<file path="config.mk">
export PLATFORM = sky130hd
export DESIGN_NAME = blctrl_frame_scheduler
export DESIGN_NICKNAME = d
export VERILOG_FILES = /design/src/rtl/blctrl_frame_scheduler.sv
export SDC_FILE = /design/constraint.sdc
export NUM_CORES = 1
export LEC_CHECK = 0
export CORE_ASPECT_RATIO = 1.4
export CORE_MARGIN = 2
export CORE_UTILIZATION = 45
export CTS_BUF_LIST = sky130_fd_sc_hd__clkbuf_8
export CTS_CLUSTER_DIAMETER = 100
export DETAILED_ROUTE_END_ITERATION = 16
export PLACE_DENSITY = 0.79
export SYNTH_ARGS = -nofsm -noshare
export SYNTH_HDL_FRONTEND = slang
export SYNTH_SLANG_ARGS = --single-unit
</file>
<file path="constraint.sdc">
create_clock -name clk -period 1.8 [get_ports clk]
set_input_delay 0.36 -clock clk [delete_from_list [all_inputs] [get_ports clk]]
set_output_delay 0.36 -clock clk [all_outputs]
set_load 0.1 [all_outputs]
</file>
<file path="src/rtl/blctrl_frame_scheduler.sv">
// Frame scheduler driving one I2C master across NUM_MOTORS BL-Ctrl ESCs.
// Optional per-motor slew limiting is enabled by defining BLCTRL_SCHED_SLEW_EN.
module blctrl_frame_scheduler #(
   parameter int unsigned NUM_MOTORS  = 8,
   parameter logic [6:0]  BASE_ADDR   = 7'h29,
   parameter int unsigned WDOG_FRAMES = 100,
   parameter int unsigned MAX_RETRY   = 2,
`ifdef BLCTRL_SCHED_SLEW_EN
   parameter int unsigned SLEW_STEP   = 8,
`endif
   parameter int unsigned FRAME_TICKS = 16000
) (
   input  logic                      clk,
   input  logic                      rst_n,
   input  logic                      masterEnable,
   input  logic [NUM_MOTORS-1:0]     motorEnable,
   input  logic [8*NUM_MOTORS-1:0]   targetSpeedFlat,
   input  logic                      speedStrobe,
   output logic                      cmdValid,
   input  logic                      cmdReady,
   output logic [6:0]                cmdAddr,
   output logic [7:0]                cmdData,
   input  logic                      xferDone,
   input  logic                      xferNack,
   output logic                      busy,
   output logic                      frameDone,
   output logic [NUM_MOTORS-1:0]     nackFlags,
   output logic                      failsafe
);
   localparam int unsigned IW = (NUM_MOTORS > 1) ? $clog2(NUM_MOTORS) : 1;
   localparam int unsigned TW = (FRAME_TICKS > 1) ? $clog2(FRAME_TICKS) : 1;
   localparam int unsigned WW = $clog2(WDOG_FRAMES + 1);
   localparam int unsigned RW = (MAX_RETRY > 0) ? $clog2(MAX_RETRY + 1) : 1;

   typedef enum logic [2:0] {S_IDLE, S_LOAD, S_ISSUE, S_WAIT, S_NEXT, S_DONE} state_e;
   state_e state_q, state_d;

   logic [TW-1:0]              tmr_q, tmr_d;
   logic                       pend_q, pend_d;
   logic [IW-1:0]              idx_q, idx_d;
   logic [RW-1:0]              retry_q, retry_d;
   logic [NUM_MOTORS-1:0][7:0] snap_q, snap_d;
   logic [NUM_MOTORS-1:0]      en_q, en_d;
   logic [NUM_MOTORS-1:0]      nack_q, nack_d;
   logic                       fs_snap_q, fs_snap_d;
   logic [WW-1:0]              wd_q, wd_d;
   logic                       tick, start, last_motor, ack, nack, retry_ok;
   logic [7:0]                 wr_data;

   assign tick       = (tmr_q == TW'(FRAME_TICKS - 1));
   assign start      = masterEnable & (tick | pend_q);
   assign last_motor = (idx_q == IW'(NUM_MOTORS - 1));
   assign ack        = xferDone & ~xferNack;
   assign nack       = xferDone & xferNack;
   assign retry_ok   = (retry_q < RW'(MAX_RETRY));
   assign failsafe   = (wd_q == WW'(WDOG_FRAMES));
   assign nackFlags  = nack_q;

   always_ff @(posedge clk or negedge rst_n) begin
      if (!rst_n) state_q <= S_IDLE;
      else        state_q <= state_d;
   end

   always_comb begin
      state_d = state_q;
      unique case (state_q)
         S_IDLE:  if (start) state_d = S_LOAD;
         S_LOAD:  state_d = S_ISSUE;
         S_ISSUE: if (cmdReady) state_d = S_WAIT;
         S_WAIT: begin
            if (nack && retry_ok) state_d = S_ISSUE;
            else if (xferDone)    state_d = S_NEXT;
         end
         // Losing masterEnable ends the frame silently once the current motor is handled.
         S_NEXT: begin
            if (!masterEnable)   state_d = S_IDLE;
            else if (last_motor) state_d = S_DONE;
            else                 state_d = S_ISSUE;
         end
         S_DONE:  state_d = S_IDLE;
         default: state_d = S_IDLE;
      endcase
   end

   always_comb begin
      cmdValid  = 1'b0;
      cmdAddr   = '0;
      cmdData   = '0;
      busy      = (state_q != S_IDLE);
      frameDone = (state_q == S_DONE);
      if (state_q == S_ISSUE) begin
         cmdValid = 1'b1;
         cmdAddr  = BASE_ADDR + 7'(idx_q);
         cmdData  = wr_data;
      end
   end

   always_comb begin
      tmr_d     = tick ? '0 : tmr_q + 1'b1;
      pend_d    = pend_q;
      idx_d     = idx_q;
      retry_d   = retry_q;
      snap_d    = snap_q;
      en_d      = en_q;
      fs_snap_d = fs_snap_q;
      nack_d    = nack_q;
      wd_d      = wd_q;
      if (!masterEnable || state_q == S_IDLE) pend_d = 1'b0;
      else if (tick)                          pend_d = 1'b1;
      case (state_q)
         S_LOAD: begin
            snap_d    = targetSpeedFlat;
            en_d      = motorEnable;
            fs_snap_d = failsafe;
            idx_d     = '0;
            retry_d   = '0;
         end
         S_WAIT: begin
            if (nack && retry_ok) retry_d = retry_q + 1'b1;
            else if (ack)         nack_d[idx_q] = 1'b0;
            else if (nack)        nack_d[idx_q] = 1'b1;
         end
         S_NEXT: begin
            if (masterEnable && !last_motor) begin
               idx_d   = idx_q + 1'b1;
               retry_d = '0;
            end
         end
         default: ;
      endcase
      if (speedStrobe)                        wd_d = '0;
      else if (state_q == S_DONE && !failsafe) wd_d = wd_q + 1'b1;
   end

   always_ff @(posedge clk or negedge rst_n) begin
      if (!rst_n) begin
         tmr_q     <= '0;
         pend_q    <= 1'b0;
         idx_q     <= '0;
         retry_q   <= '0;
         snap_q    <= '0;
         en_q      <= '0;
         fs_snap_q <= 1'b0;
         nack_q    <= '0;
         wd_q      <= '0;
      end else begin
         tmr_q     <= tmr_d;
         pend_q    <= pend_d;
         idx_q     <= idx_d;
         retry_q   <= retry_d;
         snap_q    <= snap_d;
         en_q      <= en_d;
         fs_snap_q <= fs_snap_d;
         nack_q    <= nack_d;
         wd_q      <= wd_d;
      end
   end

`ifdef BLCTRL_SCHED_SLEW_EN
   localparam logic [8:0] STEP = 9'(SLEW_STEP);
   logic [NUM_MOTORS-1:0][7:0] last_q, last_d;
   logic [8:0]                 tgt, cur;
   logic                       bypass;

   // Data stays stable across retries because last only moves when the motor is finished.
   always_comb begin
      bypass = fs_snap_q | ~en_q[idx_q];
      tgt    = {1'b0, snap_q[idx_q]};
      cur    = {1'b0, last_q[idx_q]};
      if (bypass)                wr_data = '0;
      else if (tgt > cur + STEP) wr_data = 8'(cur + STEP);
      else if (tgt + STEP < cur) wr_data = 8'(cur - STEP);
      else                       wr_data = tgt[7:0];
      last_d = last_q;
      if (state_q == S_WAIT && xferDone && (bypass || ack)) last_d[idx_q] = wr_data;
   end

   always_ff @(posedge clk or negedge rst_n) begin
      if (!rst_n) last_q <= '0;
      else        last_q <= last_d;
   end
`else
   assign wr_data = (fs_snap_q || !en_q[idx_q]) ? 8'h00 : snap_q[idx_q];
`endif

endmodule

</file>
; After elaboration in Yosys (flattened, before gate mapping)
; Cells that the tools add are included.
[word_totals]
regBits = 111
inputBits = 79
out_inout_bits = 27
[op_classes]
addsub = 5
order_cmp = 3
n_eq_ne = 13
mux = 29
bitwise = 9
n_reduce_logical = 21
[op_table]
columns = cell, n
row1 = $mux W8, 5
row2 = $bmux W8 S3, 1
row3 = $mux W3, 7
row4 = $mux W7, 3
row5 = $pmux W3 S5, 1
row6 = $add A14 B1 Y14 const B, 1
row7 = $eq A14 B14 Y1 const B, 1
row8 = $mux W14, 1
row9 = $eq A3 B3 Y1 const B, 3
row10 = $reduce_and A3 Y1, 3
row11 = $and A8 B8 Y8, 1
row12 = $ne A2 B2 Y1 const B, 4
row13 = $not A8 Y8, 1
row14 = $or A8 B8 Y8, 1
row15 = $reduce_bool A2 Y1, 4
row16 = $add A6 B3 Y7 const A, 1
row17 = $add A7 B1 Y7 const B, 1
row18 = $eq A7 B7 Y1 const B, 1
row19 = $eq A3 B2 Y1 const B, 2
row20 = $pmux W2 S3, 1
row21 = $pmux W3 S2, 1
row22 = $reduce_bool A3 Y1, 2
row23 = $mux W1, 5
row24 = $logic_and A1 B1 Y1, 4
row25 = 17 further kinds, 25

; Longest topological paths before layout
; Gate-level depths: netlist of the first run.
[depth]
ltp_word = 7
mapped_depth = 6
depth_no_buf = 6

; Worst setup path after synthesis of the first run
; Ideal clock, no wire load.
[synth_path]
kind = register to output
start = register idx_q[1]
end = output cmdData[0]
t_arrival_ps = 2540
required_time_ps = 1440
path_slack_ps = -1100
path_stages_with_launch = 5
path_buffers = 0
path_cell_list = dfrtp_1 > mux4_2 > nand2_1 > a311o_2 > nor2_1
[synth_between]
elab_chain_len = 6
word_cells_on_any_way = 8
cone_classes = mux (6) / reduce/logical (2)
[synth_lines]
columns = element, line
row1 = from (decl), 40  ; logic [IW-1:0] idx_q, idx_d;
row2 = from (signal assigned), 149  ; idx_q <= idx_d;
row3 = $bmux W1 S3, 183  ; assign wr_data = (fs_snap_q || !en_q[idx_q]) ? 8'h00 : snap_q[idx_q];
row4 = $mux W1 (not written as such), 183
row5 = $logic_not A1 Y1, 183
row6 = $logic_or A1 B1 Y1, 183
row7 = $mux W8 (*), 183
row8 = $mux W8 (*), 91  ; if (state_q == S_ISSUE) begin
row9 = to (decl), 22  ; output logic [7:0] cmdData,
; Every way passes the cells marked *; elsewhere a longest branch is shown, timed or not. The select of a mux whose other input is x is not followed.

; Final worst setup path of the first run
[layout_path]
start = register idx_q[2]
end = output cmdData[5]
; The elaborated chain is that of the path after synthesis.

==> results.md, run 1 <==
- Synth warn: 0
- Async S/R FF share, synth: 100%
- Synthesis-to-finish area growth: 48.7%
- Peak Freq: around 370 MHz
- Largest net degree at the start of global routing: slightly above 40
- Delay of the slowest critical-path stage: ~0.46 ns
- Maximum Capacitance Violations: 0
- DRC errors left: 0
- Worst Slack Setup Final: -0.868 ns
- Failing checks: setup timing
- CP max FO: 5
- Synth cell types: 50
- Clock net sink count: 111
- CP max-delay cell: dfrtp_2
- Post-synth net total: 480
- Chip Height: between 100 and 150 microns
- Area of the mapped netlist: 0.00524 sq mm
- Min Tclk post-route: between 2 and 3 ns
- Share of synthesized area occupied by flip-flops and latches: between 50% and 60%
- Family with the most delay on the worst path: compound AO/OA/AOI/OAI gates
- Clock transition at path regs: between 0.1 and 0.15 ns
- Fin crit share: 148%
- Post-DR wirelength/cell: roughly 19 microns
- Share of synthesized cell area in full adder, half adder and majority cells: ~1.2%
- Insertion delay of the later-clocked pin in the worst-skew pair: 0.38 ns
- Endpoint arrival time on the critical path: approximately 2.3 ns
- Dpl hpwl: between 9000 and 10,000 microns
- Post-synth EDFFs: 0
- Post-Synthesis Cells: 396
- Yosys top cell by area: dfrtp_1
- H-tree lvl count: 3
- Cell types with the largest area share after synthesis: dfrtp_1 53%, mux2_2 15%, mux4_2 6.5%
- Mean area per synthesized cell: 13.2 sq um
- Die extent in x: approximately 95 microns
- Area enclosed by the die boundary: 0.0125 sq mm
- Relative max-transition margin: 65.3%
- First-pass GRT wire length: about 21,000 microns
- Post-route setup TNS: -9.23 ns
- Largest family of logic cells by synthesized area: multiplexers
- P per Cell Area: 1490 mW/mm^2
- Pin slew with the least headroom to its limit: roughly 0.52 ns
- Net total in the final layout: ~640
- Worst clock skew: 0.0127 ns
- Nature of the critical path endpoint: output port
- Area fraction of the dominant cell type after synthesis: a little over half
- Largest voltage drop on the vdd net: 0.00115 V
- Number of nets still failing antenna checks after routing: 0
- Commonest cells after routing, fill and taps aside: 110 x dfrtp_1, 77 x clkdlybuf4s50_1, 55 x mux2_2
- Worst slack at placement: -0.439 ns
- Critical path buffer and inverter count: 1
- Via count of the first global-routing pass: about 4,200
- Cell chosen for the clock root: clkbuf_8
- Total leakage power: approximately 3.3 nW
- Cell-by-cell listing of the critical path: mux2i_1, or3_1, a311o_2, a2111oi_4, buf_12
- Compound-cell area share of the yosys netlist: about 4.3%
- Number of buffers on the longest clock path: 2
- CTS Buf Count: 9
- Detailed Route WL: 13,300 microns
- Final Setup Violations: 25
- Iteration-0 DRC Markers: ~160
- IO Pins: about 110
- Antenna violations before repair: 0
- Classification of the worst setup path: reg -> out
- Weighted congestion reported at the end of routability-driven placement: between 0.8 and 0.9
- Final core area utilization: ~69%
- Number of hold violations in the final report: 0
- GRT overflow: 0
- Via Count: between 3,000 and 4,000
- Class of the worst hold path: in -> async
- Setup repair after global routing missed its margin: true
- Layout cells sized above 1: a little over two fifths
- Row cnt: 46
- CP Data Required Time: 1.44 ns
- Fin. max-slew vios: 0
- #FFs+latches synth: about 110
- Antenna cell count: 0
- Most common library cell in the layout ignoring fill and taps: dfrtp_1
- Status: finished with violations
- Count of buffers inserted at the top-level ports: 104
- Via-to-Cell Ratio: ~5.5
- Commonest register cell after synthesis: dfrtp_1
- TritonCTS clock tree: built
- Post-synthesis simple-gate area fraction: between 10% and 20%
- Starting utilization of the core area: a little under half
- Overall global routing resource usage: a little over a fifth
- Initial DRT Pass Iterations: 5
- Core area: about 0.011 sq mm
- Post-Synth XOR/XNOR Area: roughly 2.3%
- Setup crit start kind: flip-flop
- Proportion of synthesized area in mux cells: roughly a quarter
-- sequential cells by signal, indices dropped and copies added, names as in the netlist, named ones only --
register,count
snap_q,64
tmr_q,14
en_q,8
wd_q,7
idx_q,3
state_q,3
retry_q,2
fs_snap_q,1
pend_q,1
-- logic make-up after synthesis --
family                   count (synthesis)
multiplexers                           110
other                                    1
flip-flops                             111
buffers and inverters                   28
AO/OA/AOI/OAI                           28
XOR/XNOR                                14
adder cells (fa/ha/maj)                  5
AND/OR/NAND/NOR                         99
-- path summary, 6_finish.rpt --
path                             from         end  slack, ns  cells past startpoint
setup / recovery             idx_q[2]  cmdData[5]      -0.87                      5
hold / removal                  rst_n   async pin       0.49                      2
setup reg to reg             idx_q[1]  retry_q[1]      -0.12                      8
hold reg to reg            snap_q[62]  snap_q[62]       0.50                      1
max in group asynchronous       rst_n    idx_q[2]       0.69                      3
min in group clk           snap_q[62]  snap_q[62]       0.50                      1
-- per-layer routing --
metal,track usage (%),up-vias,share of wire [%]
met5,0,-,0
met3,4.70,23,4.2
met1,24.8,1979,38
met4,8.13,0,2.2
li1,-,1764,-
met2,37.7,109,55
-- layout make-up --
cell class	count	area (sq um)
fillers	728	3550
flip-flops and latches	111	2780
multi-input cells	257	2600
repair buffers	171	2010
well taps	144	180
clock buffers	10	138
clock inverters	6	37.5
inverters	8	37.5
-- synth_stat cells (3+ instances only) --
cell type / n
mux4_2: 15
nor2_1: 32
clkbuf_1: 5
nand3_1: 11
nor3_1: 4
mux2i_1: 11
inv_1: 8
xor2_1: 8
nand2_1: 12
nand3b_1: 3
nor2b_1: 5
dfrtp_1: 111
xnor2_1: 6
buf_2: 12
a22o_1: 5
ha_1: 5
mux2_2: 70
mux2_1: 14
nor4_1: 3
nand4_1: 3
nand2b_1: 7
o21bai_1: 3
o21ai_0: 3
and3_1: 8
-- worst reg2reg max path, stage by stage, from the launching register on --
cell and delay (ns):
dfrtp_1 0.44, buf_4 0.21, ha_1 0.20, ha_1 0.24, buf_4 0.17, nor4bb_2 0.28, o21bai_1 0.12, nand2_1 0.07
o21ai_0 0.08
-- stage by stage --
stage | cells | instance area, sq um | power (W) | hold WS, ns
finish | 707 | 7790 | 0.0116 | 0.488
global route | 707 | 7790 | 0.0122 | 0.517
CTS | 699 | 7610 | 0.0113 | 0.503
detailed placement | 657 | 7000 | 0.00937 | 0.370
global placement | 657 | 7000 | 0.00921 | 0.361
floorplan | 396 | 5300 | 0.00743 | 0.0644
-- power by group --
| group | internal (W) | total [W] | switching, W |
|---|---|---|---|
| Sequential | 0.00340 | 0.00392 | 0.000514 |
| Combinational | 0.00321 | 0.00631 | 0.00310 |
| Clock | 0.000535 | 0.00138 | 0.000843 |
| Total | 0.00715 | 0.0116 | 0.00446 |
-- repair_timing --
item,CTS,global route
hold buffers,1,0
buffers inserted,23,10
pin swaps,5,8
setup endpoints to repair,62,110
cloned,2,2
endpoints found under the hold margin,33,0
gates resized for setup,47,20
Power figures use the tool's default switching activity.
==> run 2, diff against run 1 <==
--- a/config.mk
+++ b/config.mk
@@ -12,6 +12,7 @@
 export CTS_CLUSTER_DIAMETER = 100
 export DETAILED_ROUTE_END_ITERATION = 16
 export PLACE_DENSITY = 0.79
+export SLEW_MARGIN = 0
 export SYNTH_ARGS = -nofsm -noshare
 export SYNTH_HDL_FRONTEND = slang
 export SYNTH_SLANG_ARGS = --single-unit
==> results of run 2 <==
Final layout, timing and power as in run 1 (identical DEF).
